`src/rtl/mesm6_mem_arbiter_if.sv`:
```
// Core-side (ibus/dbus) and memory-side signals of the mesm6 memory arbiter.
// The arbiter uses the slave modport; the core/memory environment uses the master modport.
interface mesm6_mem_arbiter_if #(
  parameter int ADDR_W = 15,
  parameter int DATA_W = 48
);
  logic              ibus_fetch;
  logic [ADDR_W-1:0] ibus_addr;
  logic [DATA_W-1:0] ibus_input;
  logic              ibus_done;

  logic              dbus_read;
  logic              dbus_write;
  logic [ADDR_W-1:0] dbus_addr;
  logic [DATA_W-1:0] dbus_output;
  logic [DATA_W-1:0] dbus_input;
  logic              dbus_done;

  logic              mem_valid;
  logic              mem_write;
  logic [ADDR_W-1:0] mem_addr;
  logic [DATA_W-1:0] mem_wdata;
  logic [DATA_W-1:0] mem_rdata;
  logic              mem_ready;

  modport slave (
    input  ibus_fetch, ibus_addr,
    output ibus_input, ibus_done,
    input  dbus_read, dbus_write, dbus_addr, dbus_output,
    output dbus_input, dbus_done,
    output mem_valid, mem_write, mem_addr, mem_wdata,
    input  mem_rdata, mem_ready
  );

  modport master (
    output ibus_fetch, ibus_addr,
    input  ibus_input, ibus_done,
    output dbus_read, dbus_write, dbus_addr, dbus_output,
    input  dbus_input, dbus_done,
    input  mem_valid, mem_write, mem_addr, mem_wdata,
    output mem_rdata, mem_ready
  );
endinterface

```
`src/rtl/mesm6_mem_arbiter.sv`:
```
// Round-robin arbiter sharing one single-ported RAM between the mesm6 ibus and dbus.
// Grant -> done pulse takes 2 cycles plus memory wait cycles; mem_* held until mem_ready.
module mesm6_mem_arbiter #(
  parameter int ADDR_W = 15,
  parameter int DATA_W = 48
) (
  input logic                clk,
  input logic                reset,
  mesm6_mem_arbiter_if.slave bus
);

  typedef enum logic [1:0] {
    S_IDLE,
    S_BUSY_I,
    S_BUSY_D,
    S_DONE
  } state_t;

  state_t            r_state;
  state_t            w_state_nxt;

  logic              r_last_d;
  logic              r_mask_i;
  logic              r_mask_d;
  logic              r_mem_valid;
  logic              r_mem_write;
  logic [ADDR_W-1:0] r_mem_addr;
  logic [DATA_W-1:0] r_mem_wdata;
  logic [DATA_W-1:0] r_ibus_input;
  logic [DATA_W-1:0] r_dbus_input;
  logic              r_ibus_done;
  logic              r_dbus_done;

  logic              w_req_i;
  logic              w_req_d;
  logic              w_grant_i;
  logic              w_grant_d;
  logic              w_complete;

  // The core still shows a served request for one cycle after its done pulse.
  assign w_req_i = bus.ibus_fetch & ~r_mask_i;
  assign w_req_d = (bus.dbus_read | bus.dbus_write) & ~r_mask_d;

  always_ff @(posedge clk or posedge reset) begin
    if (reset) begin
      r_state <= S_IDLE;
    end else begin
      r_state <= w_state_nxt;
    end
  end

  always_comb begin
    w_state_nxt = r_state;
    w_grant_i   = 1'b0;
    w_grant_d   = 1'b0;
    w_complete  = 1'b0;
    case (r_state)
      S_IDLE: begin
        if (w_req_i && w_req_d) begin
          w_grant_i = r_last_d;
          w_grant_d = ~r_last_d;
        end else begin
          w_grant_i = w_req_i;
          w_grant_d = w_req_d;
        end
        if (w_grant_i) begin
          w_state_nxt = S_BUSY_I;
        end else if (w_grant_d) begin
          w_state_nxt = S_BUSY_D;
        end
      end
      S_BUSY_I, S_BUSY_D: begin
        if (bus.mem_ready) begin
          w_complete  = 1'b1;
          w_state_nxt = S_DONE;
        end
      end
      S_DONE: begin
        w_state_nxt = S_IDLE;
      end
      default: begin
        w_state_nxt = S_IDLE;
      end
    endcase
  end

  always_ff @(posedge clk or posedge reset) begin
    if (reset) begin
      r_last_d     <= 1'b0;
      r_mask_i     <= 1'b0;
      r_mask_d     <= 1'b0;
      r_mem_valid  <= 1'b0;
      r_mem_write  <= 1'b0;
      r_mem_addr   <= '0;
      r_mem_wdata  <= '0;
      r_ibus_input <= '0;
      r_dbus_input <= '0;
      r_ibus_done  <= 1'b0;
      r_dbus_done  <= 1'b0;
    end else begin
      r_ibus_done <= 1'b0;
      r_dbus_done <= 1'b0;
      // Done is high only in DONE, so this masks exactly the following IDLE cycle.
      r_mask_i    <= r_ibus_done;
      r_mask_d    <= r_dbus_done;

      if (w_grant_i) begin
        r_mem_valid <= 1'b1;
        r_mem_write <= 1'b0;
        r_mem_addr  <= bus.ibus_addr;
        r_last_d    <= 1'b0;
      end

      // A simultaneous read+write from the core is issued as a write.
      if (w_grant_d) begin
        r_mem_valid <= 1'b1;
        r_mem_write <= bus.dbus_write;
        r_mem_addr  <= bus.dbus_addr;
        r_mem_wdata <= bus.dbus_output;
        r_last_d    <= 1'b1;
      end

      if (w_complete) begin
        r_mem_valid <= 1'b0;
        if (r_state == S_BUSY_I) begin
          r_ibus_input <= bus.mem_rdata;
          r_ibus_done  <= 1'b1;
        end else begin
          if (!r_mem_write) begin
            r_dbus_input <= bus.mem_rdata;
          end
          r_dbus_done <= 1'b1;
        end
      end
    end
  end

  assign bus.mem_valid  = r_mem_valid;
  assign bus.mem_write  = r_mem_write;
  assign bus.mem_addr   = r_mem_addr;
  assign bus.mem_wdata  = r_mem_wdata;
  assign bus.ibus_input = r_ibus_input;
  assign bus.ibus_done  = r_ibus_done;
  assign bus.dbus_input = r_dbus_input;
  assign bus.dbus_done  = r_dbus_done;

endmodule
```
`src/flat_wrapper.sv`:
```
// flat-port wrapper written by rule: the top's interface ports become plain ports
module mesm6_mem_arbiter_flat 
#(
  parameter int ADDR_W = 15,
  parameter int DATA_W = 48
)
  (clk, reset, bus_ibus_fetch, bus_ibus_addr, bus_ibus_input, bus_ibus_done, bus_dbus_read, bus_dbus_write, bus_dbus_addr, bus_dbus_output, bus_dbus_input, bus_dbus_done, bus_mem_valid, bus_mem_write, bus_mem_addr, bus_mem_wdata, bus_mem_rdata, bus_mem_ready);
  mesm6_mem_arbiter_if #(.ADDR_W(ADDR_W), .DATA_W(DATA_W)) bus_i ();
  input logic clk;
  input logic reset;
  input wire logic [$bits(bus_i.ibus_fetch)-1:0] bus_ibus_fetch;
  input wire logic [$bits(bus_i.ibus_addr)-1:0] bus_ibus_addr;
  output wire logic [$bits(bus_i.ibus_input)-1:0] bus_ibus_input;
  output wire logic [$bits(bus_i.ibus_done)-1:0] bus_ibus_done;
  input wire logic [$bits(bus_i.dbus_read)-1:0] bus_dbus_read;
  input wire logic [$bits(bus_i.dbus_write)-1:0] bus_dbus_write;
  input wire logic [$bits(bus_i.dbus_addr)-1:0] bus_dbus_addr;
  input wire logic [$bits(bus_i.dbus_output)-1:0] bus_dbus_output;
  output wire logic [$bits(bus_i.dbus_input)-1:0] bus_dbus_input;
  output wire logic [$bits(bus_i.dbus_done)-1:0] bus_dbus_done;
  output wire logic [$bits(bus_i.mem_valid)-1:0] bus_mem_valid;
  output wire logic [$bits(bus_i.mem_write)-1:0] bus_mem_write;
  output wire logic [$bits(bus_i.mem_addr)-1:0] bus_mem_addr;
  output wire logic [$bits(bus_i.mem_wdata)-1:0] bus_mem_wdata;
  input wire logic [$bits(bus_i.mem_rdata)-1:0] bus_mem_rdata;
  input wire logic [$bits(bus_i.mem_ready)-1:0] bus_mem_ready;
  assign bus_i.ibus_fetch = bus_ibus_fetch;
  assign bus_i.ibus_addr = bus_ibus_addr;
  assign bus_ibus_input = bus_i.ibus_input;
  assign bus_ibus_done = bus_i.ibus_done;
  assign bus_i.dbus_read = bus_dbus_read;
  assign bus_i.dbus_write = bus_dbus_write;
  assign bus_i.dbus_addr = bus_dbus_addr;
  assign bus_i.dbus_output = bus_dbus_output;
  assign bus_dbus_input = bus_i.dbus_input;
  assign bus_dbus_done = bus_i.dbus_done;
  assign bus_mem_valid = bus_i.mem_valid;
  assign bus_mem_write = bus_i.mem_write;
  assign bus_mem_addr = bus_i.mem_addr;
  assign bus_mem_wdata = bus_i.mem_wdata;
  assign bus_i.mem_rdata = bus_mem_rdata;
  assign bus_i.mem_ready = bus_mem_ready;
  mesm6_mem_arbiter #(.ADDR_W(ADDR_W), .DATA_W(DATA_W)) u_core (.clk(clk), .reset(reset), .bus(bus_i));
endmodule
```
`config.mk`:
```
export PLATFORM = sky130hd
export DESIGN_NAME = mesm6_mem_arbiter_flat
export DESIGN_NICKNAME = d
export VERILOG_FILES = /design/src/rtl/mesm6_mem_arbiter_if.sv /design/src/rtl/mesm6_mem_arbiter.sv /design/src/flat_wrapper.sv
export SDC_FILE = /design/constraint.sdc
export NUM_CORES = 1
export LEC_CHECK = 0
export ABC_AREA = 1
export BUFFER_PORTS_ARGS = -buffer_cell sky130_fd_sc_hd__buf_2
export CORE_ASPECT_RATIO = 0.75
export CORE_MARGIN = 10
export CORE_UTILIZATION = 30
export DETAILED_ROUTE_END_ITERATION = 8
export SLEW_MARGIN = 10
export SYNTH_ARGS = -nofsm -noshare
export SYNTH_HDL_FRONTEND = slang
export SYNTH_SLANG_ARGS = --single-unit
```
`constraint.sdc`:
```
create_clock -name clk -period 13 [get_ports clk]
set_clock_uncertainty 0.05 [all_clocks]
set_input_delay 1.3 -clock clk [delete_from_list [all_inputs] [get_ports clk]]
set_output_delay 1.3 -clock clk [all_outputs]
set_load 0.02 [all_outputs]
```
Word level (Yosys, flattened, before mapping) --
Cells that the tools add are included.
Storage, ports and cells: bits in registers 168, input bits 132, output and inout bits 163, word-level logic and storage cells 57
Cells by class: equality and inequality tests 5, muxes and demuxes 24, bitwise gates (word level) 8, reductions and logical operators 8
Operator list (number):
- $mux W15 | 2
- $mux W1 | 18
- $mux W2 | 3
- $pmux W2 S3 | 1
- $not A1 Y1 | 5
- $eq A2 B2 Y1 const B | 2
- $reduce_and A2 Y1 | 2
- $ne A3 B3 Y1 const B | 1
- $reduce_and A3 Y1 | 1
- $reduce_bool A3 Y1 | 1
- $and A1 B1 Y1 | 2
- $eq A2 B1 Y1 const B | 1
- $logic_not A2 Y1 | 1
- $ne A2 B2 Y1 const B | 1
- $reduce_bool A2 Y1 | 1
- $reduce_or A2 Y1 | 1
- $logic_and A1 B1 Y1 | 1
- $or A1 B1 Y1 | 1

Depth between registers and ports, before layout --
depth after elaboration 9, mapped depth 9, depth with buffers taken out 8

Least setup slack after synthesis --
No wires, ideal clock.
kind input port to flip-flop, from in bus_dbus_write, to reg u_core.r_mem_addr[0] (netlist: u_core.bus.mem_addr[0]), library setup time 0.117 ns, arrival time 2.052 ns, data required time 12.833 ns, setup slack 10.781 ns, stages on the path 8, path buffers 1, path through nor2_1 > nor2_4 > nand3_2 > nand2_2 > inv_2 > buf_6 > nand2_1 > nand2_1
On the way: longest elaborated chain between the ends 7, elaborated cells between the ends (all ways) 11, classes of those cells mux: 7; bitwise: 2; reduce/logical: 2
Ends and longest elaborated chain:
- start, declared | RTL line flat_wrapper.sv:16 | input wire logic [$bits(bus_i.dbus_write)-1:0] bus_dbus_write;
- $or A1 B1 Y1 * | RTL line mesm6_mem_arbiter.sv:42 | assign w_req_d = (bus.dbus_read | bus.dbus_write) & ~r_mask_d;
- $and A1 B1 Y1 * | RTL line mesm6_mem_arbiter.sv:42
- $logic_and A1 B1 Y1 | RTL line mesm6_mem_arbiter.sv:59 | if (w_req_i && w_req_d) begin
- $mux W1 | RTL line mesm6_mem_arbiter.sv:59
- $mux W1 (2 in series) | RTL line mesm6_mem_arbiter.sv:57 | case (r_state)
- $mux W15 or $reduce_bool A2 Y1 (tied branches)
- end signal, assigned | RTL line mesm6_mem_arbiter.sv:110 | r_mem_addr <= bus.ibus_addr;
- end signal, assigned | RTL line mesm6_mem_arbiter.sv:118 | r_mem_addr <= bus.dbus_addr;
- end, declared | RTL line mesm6_mem_arbiter.sv:27 | logic [ADDR_W-1:0] r_mem_addr;
Every way passes the cells marked *; elsewhere a longest branch is shown, timed or not. The select of a mux whose other input is x is not followed. A chain may end at the register's enable or synchronous reset.

Worst setup path in the final report --
from in bus_dbus_write, to reg u_core.r_mem_wdata[14] (netlist: u_core.bus.mem_wdata[14])
On the way: longest elaborated chain between the ends 6
Ends and longest elaborated chain:
- $or A1 B1 Y1 * | RTL line mesm6_mem_arbiter.sv:42
- $and A1 B1 Y1 * | RTL line mesm6_mem_arbiter.sv:42
- $logic_and A1 B1 Y1 | RTL line mesm6_mem_arbiter.sv:59
- $mux W1 * | RTL line mesm6_mem_arbiter.sv:59
- $mux W1 * (2 in series) | RTL line mesm6_mem_arbiter.sv:57
- end signal, assigned | RTL line mesm6_mem_arbiter.sv:119 | r_mem_wdata <= bus.dbus_output;
- end, declared | RTL line mesm6_mem_arbiter.sv:28 | logic [DATA_W-1:0] r_mem_wdata;
Marked as above.

==> impl_metrics.yaml <==
timing:
  tightest_slew_ns: 0.8741
  max-slew-margin-rel: 0.4173
  drv_slew: 0
  holdWs_ns: 0.3329
  period_minus_slack_ns: 2.840
  fin_crit_sh: 0.2184
  setup_tns_ns: 0
  setup_viol: 0
  hold_violations: 0
  max_freq_ghz: 0.3521
  rsz0062_at_grt: "false"
clock_network:
  cts_tree: "done"
  cts.clk_slew.worst_paths_ns: 0.06
  cts-root-buf: "clkbuf_16"
  clk_path_buf_depth: 2
  cts_num_sinks: 168
  clk_latency_ns: 0.42
  cts_buffers: 17
  post_cts_buffers: 0
  cts-resized-gates: 0
  ctsHoldBuffers: 0
  htreeDepth: 4
worst_setup_path:
  crit_fanout: 49
  cp-start-kind: "input port"
  criticalPathCategory: "in -> reg"
  critPathCaptureType: "flip-flop"
  rr_endpoint: "u_core.bus.mem_wdata[14]$_DFFE_PP0P_"
  path_common_cell: "nand2_1"
  critPathRequiredTime_ns: 13.30
  reg2regPathDepth: 6
  critPathTopFamily: "simple AND/OR/NAND/NOR gates"
  r2r-start: "u_core.r_state[0]$_DFFE_PP0P_"
  rrSetupSlack_ns: 10.34
  cpPeakStageDelay_ns: 0.76
  crit_buf_inv: 2
  cp_cell_sequence: "buf_2 -> nor2_1 -> nor2_4 -> nand3_2 -> inv_2 -> nand2_1 -> nand2_1"
  worstPathArrival_ns: 3.14
  slowest_stage: "inv_2"
global_routing:
  grt_usage: 0.1407
  grt_pass1_vias: 5790
  antenna_found_initial: 0
  grt_pass1_wl_um: 32090
  grt_max_degree: 98
  grt_overflow: 0
min_path:
  min_path_type: "reg -> reg"
  min_delay_path_depth: 0
  worstHoldStart: "u_core.bus.ibus_done$_DFF_PP0_"
  min_to: "u_core.r_mask_i$_DFF_PP0_"
run:
  max_cap_viol_count: 0
floorplan:
  initial_core_util: 0.3093
  die_h_um: 148.7
  die_w_um: 191.6
  io_pins: 295
  coreArea_mm2: 0.02141
  die_area_mm2: 0.02848
  rows: 46
cells_and_area:
  seq_area_mm2: 0.004204
  antenna_cells: 0
  design_area_mm2: 0.008885
  layout-drive-gt1-share: 0.3314
  final_net_count: 1147
  fillers: 2215
  multi_input_area_mm2: 0.001947
  area_delta_synth_final_pct: 34.16
  finish.utilization: 0.4150
placed_design:
  place_hpwl_um: 15100
  placed_area_mm2: 0.008273
  place_congestion: 0.7702
  portBuffers: 294
power_and_ir_drop:
  leakagePower_nw: 5.175
  vdd_drop_max_uv: 112.0
  powerDensity_mw_per_mm2: 281.3
routing:
  ant_nets: 0
  drc: 0
  wl_per_cell_um: 15.51
  via_per_inst: 4.278
  drt_iter0_markers: 253
  drtPass1Iterations: 4
  vias: 5621
  postRouteWirelength_um: 20380
synth:
  synth_nets: 867
  avgSynthCellArea_um2: 9.035
  yosys.area.top_type: "dfrtp_1"
  yosysSeqAreaShare: 0.6348
  ys_seq_elements: 168
  yosysUniqueCellTypes: 20
  ys_warn_count: 0
  synth_top_area_share: 0.6348
  synthTopCellsByArea: "dfrtp_1 63%, nand2_1 19%, o21ai_0 7.0%"
  netlist_instances: 733
  synth_area_mm2: 0.006623
outcome:
  status: "completed"
==> synthesized netlist by cell type <==
library cell    n
nand2_1       336
dfrtp_1       168
o21ai_0        92
inv_1          64
nand4_1        16
buf_2          15
clkbuf_1       12
buf_6           8
o21ai_1         6
buf_4           2
ha_1            2
inv_2           2
nand3_1         2
nand3_2         2
buf_1           1
nand2_2         1
nand3b_1        1
nor2_1          1
nor2_2          1
nor2_4          1
==> placed cells by master (no fill, tap or decap) <==
cell,netlist,layout
inv_8,0,3
o21ai_1,6,6
inv_2,2,2
nor2_4,1,1
ha_1,2,2
nand2_2,1,3
inv_1,64,63
inv_6,0,5
nand3_2,2,2
buf_4,2,5
nand2_1,336,334
nand3_1,2,2
nand4_1,16,16
bufinv_16,0,2
clkbuf_1,12,1
clkbuf_16,0,17
clkbuf_8,0,2
dfrtp_1,168,168
nor2_2,1,1
clkinv_4,0,3
nor2_1,1,1
buf_2,15,294
nand3b_1,1,1
o21ai_0,92,92
==> how the worst max path moves through the flow <==
stage                         startpoint                                   end  slack, ns  depth (start not counted)
after global placement    bus_dbus_write  u_core.bus.mem_wdata[14]$_DFFE_PP0P_       9.77                          7
final                     bus_dbus_write  u_core.bus.mem_wdata[14]$_DFFE_PP0P_      10.16                          7
after global routing      bus_dbus_write  u_core.bus.mem_wdata[36]$_DFFE_PP0P_       9.92                          7
after detailed placement  bus_dbus_write   u_core.bus.mem_wdata[8]$_DFFE_PP0P_       9.73                          7
after floorplan                    reset        u_core.bus.dbus_done$_DFF_PP0_       7.10                          1
after CTS                 bus_dbus_write  u_core.bus.mem_wdata[14]$_DFFE_PP0P_      10.17                          7
==> cells by family (layout without fill, tap and decap cells) <==
kind of cell    count (synthesis)  in the layout  synth area share
flops                         168            168            0.6348
simple gates                  361            361            0.2154
compound gates                 98             98           0.07406
fa+ha+maj                       2              2          0.003778
buf+inv                       104            397           0.07198
==> flip-flops by register name (all words and copies together) (netlist names) <==
signal	cells
u_core.bus.dbus_input	48
u_core.bus.ibus_input	48
u_core.bus.mem_wdata	48
u_core.bus.mem_addr	15
u_core.r_state	2
u_core.bus.dbus_done	1
u_core.bus.ibus_done	1
u_core.bus.mem_valid	1
u_core.bus.mem_write	1
u_core.r_last_d	1
u_core.r_mask_d	1
u_core.r_mask_i	1
==> worst register-to-register path, cell delays in order, from the launching register on <==
cell	delay, ns
dfrtp_1	0.40
inv_1	0.06
ha_1	0.61
nand3_2	0.45
inv_2	0.76
nand2_1	0.16
nand2_1	0.09
==> per-stage QoR <==
stage,worst slack [ns],power [mW],instances
4_1_cts,10.17,2.544,1314
3_3_place_gp,9.766,1.986,1282
5_1_grt,9.918,2.706,1314
2_1_floorplan,7.103,1.617,733
6_report,10.16,2.499,1314
3_5_place_dp,9.731,2.004,1282
==> power by group <==
group          switching, mW  leakage [nW]  total, mW  internal [mW]
clock                  0.224         0.302      0.525          0.301
sequential             0.124          2.11      0.890          0.767
combinational          0.754          2.76       1.08          0.329
total                   1.10          5.17       2.50           1.40
==> metal layers <==
metal | wire (um) | vias to the layer above | global-route usage
li1 | - | 2819 | -
met1 | 8469 | 2550 | 0.1673
met2 | 8978 | 231 | 0.2163
met3 | 2653 | 21 | 0.07383
met4 | 282 | 0 | 0.04209
met5 | 0 | - | 0
==> layout make-up <==
class	instances	share of cell area
Clock buffer	20	0.05140
Tap cell	288	0.04056
Sequential cell	168	0.4732
Inverter	66	0.02845
Timing Repair Buffer	299	0.1698
Clock inverter	12	0.01746
Multi-Input combinational cell	461	0.2191
Note: power is estimated with default switching activity, not from simulation.
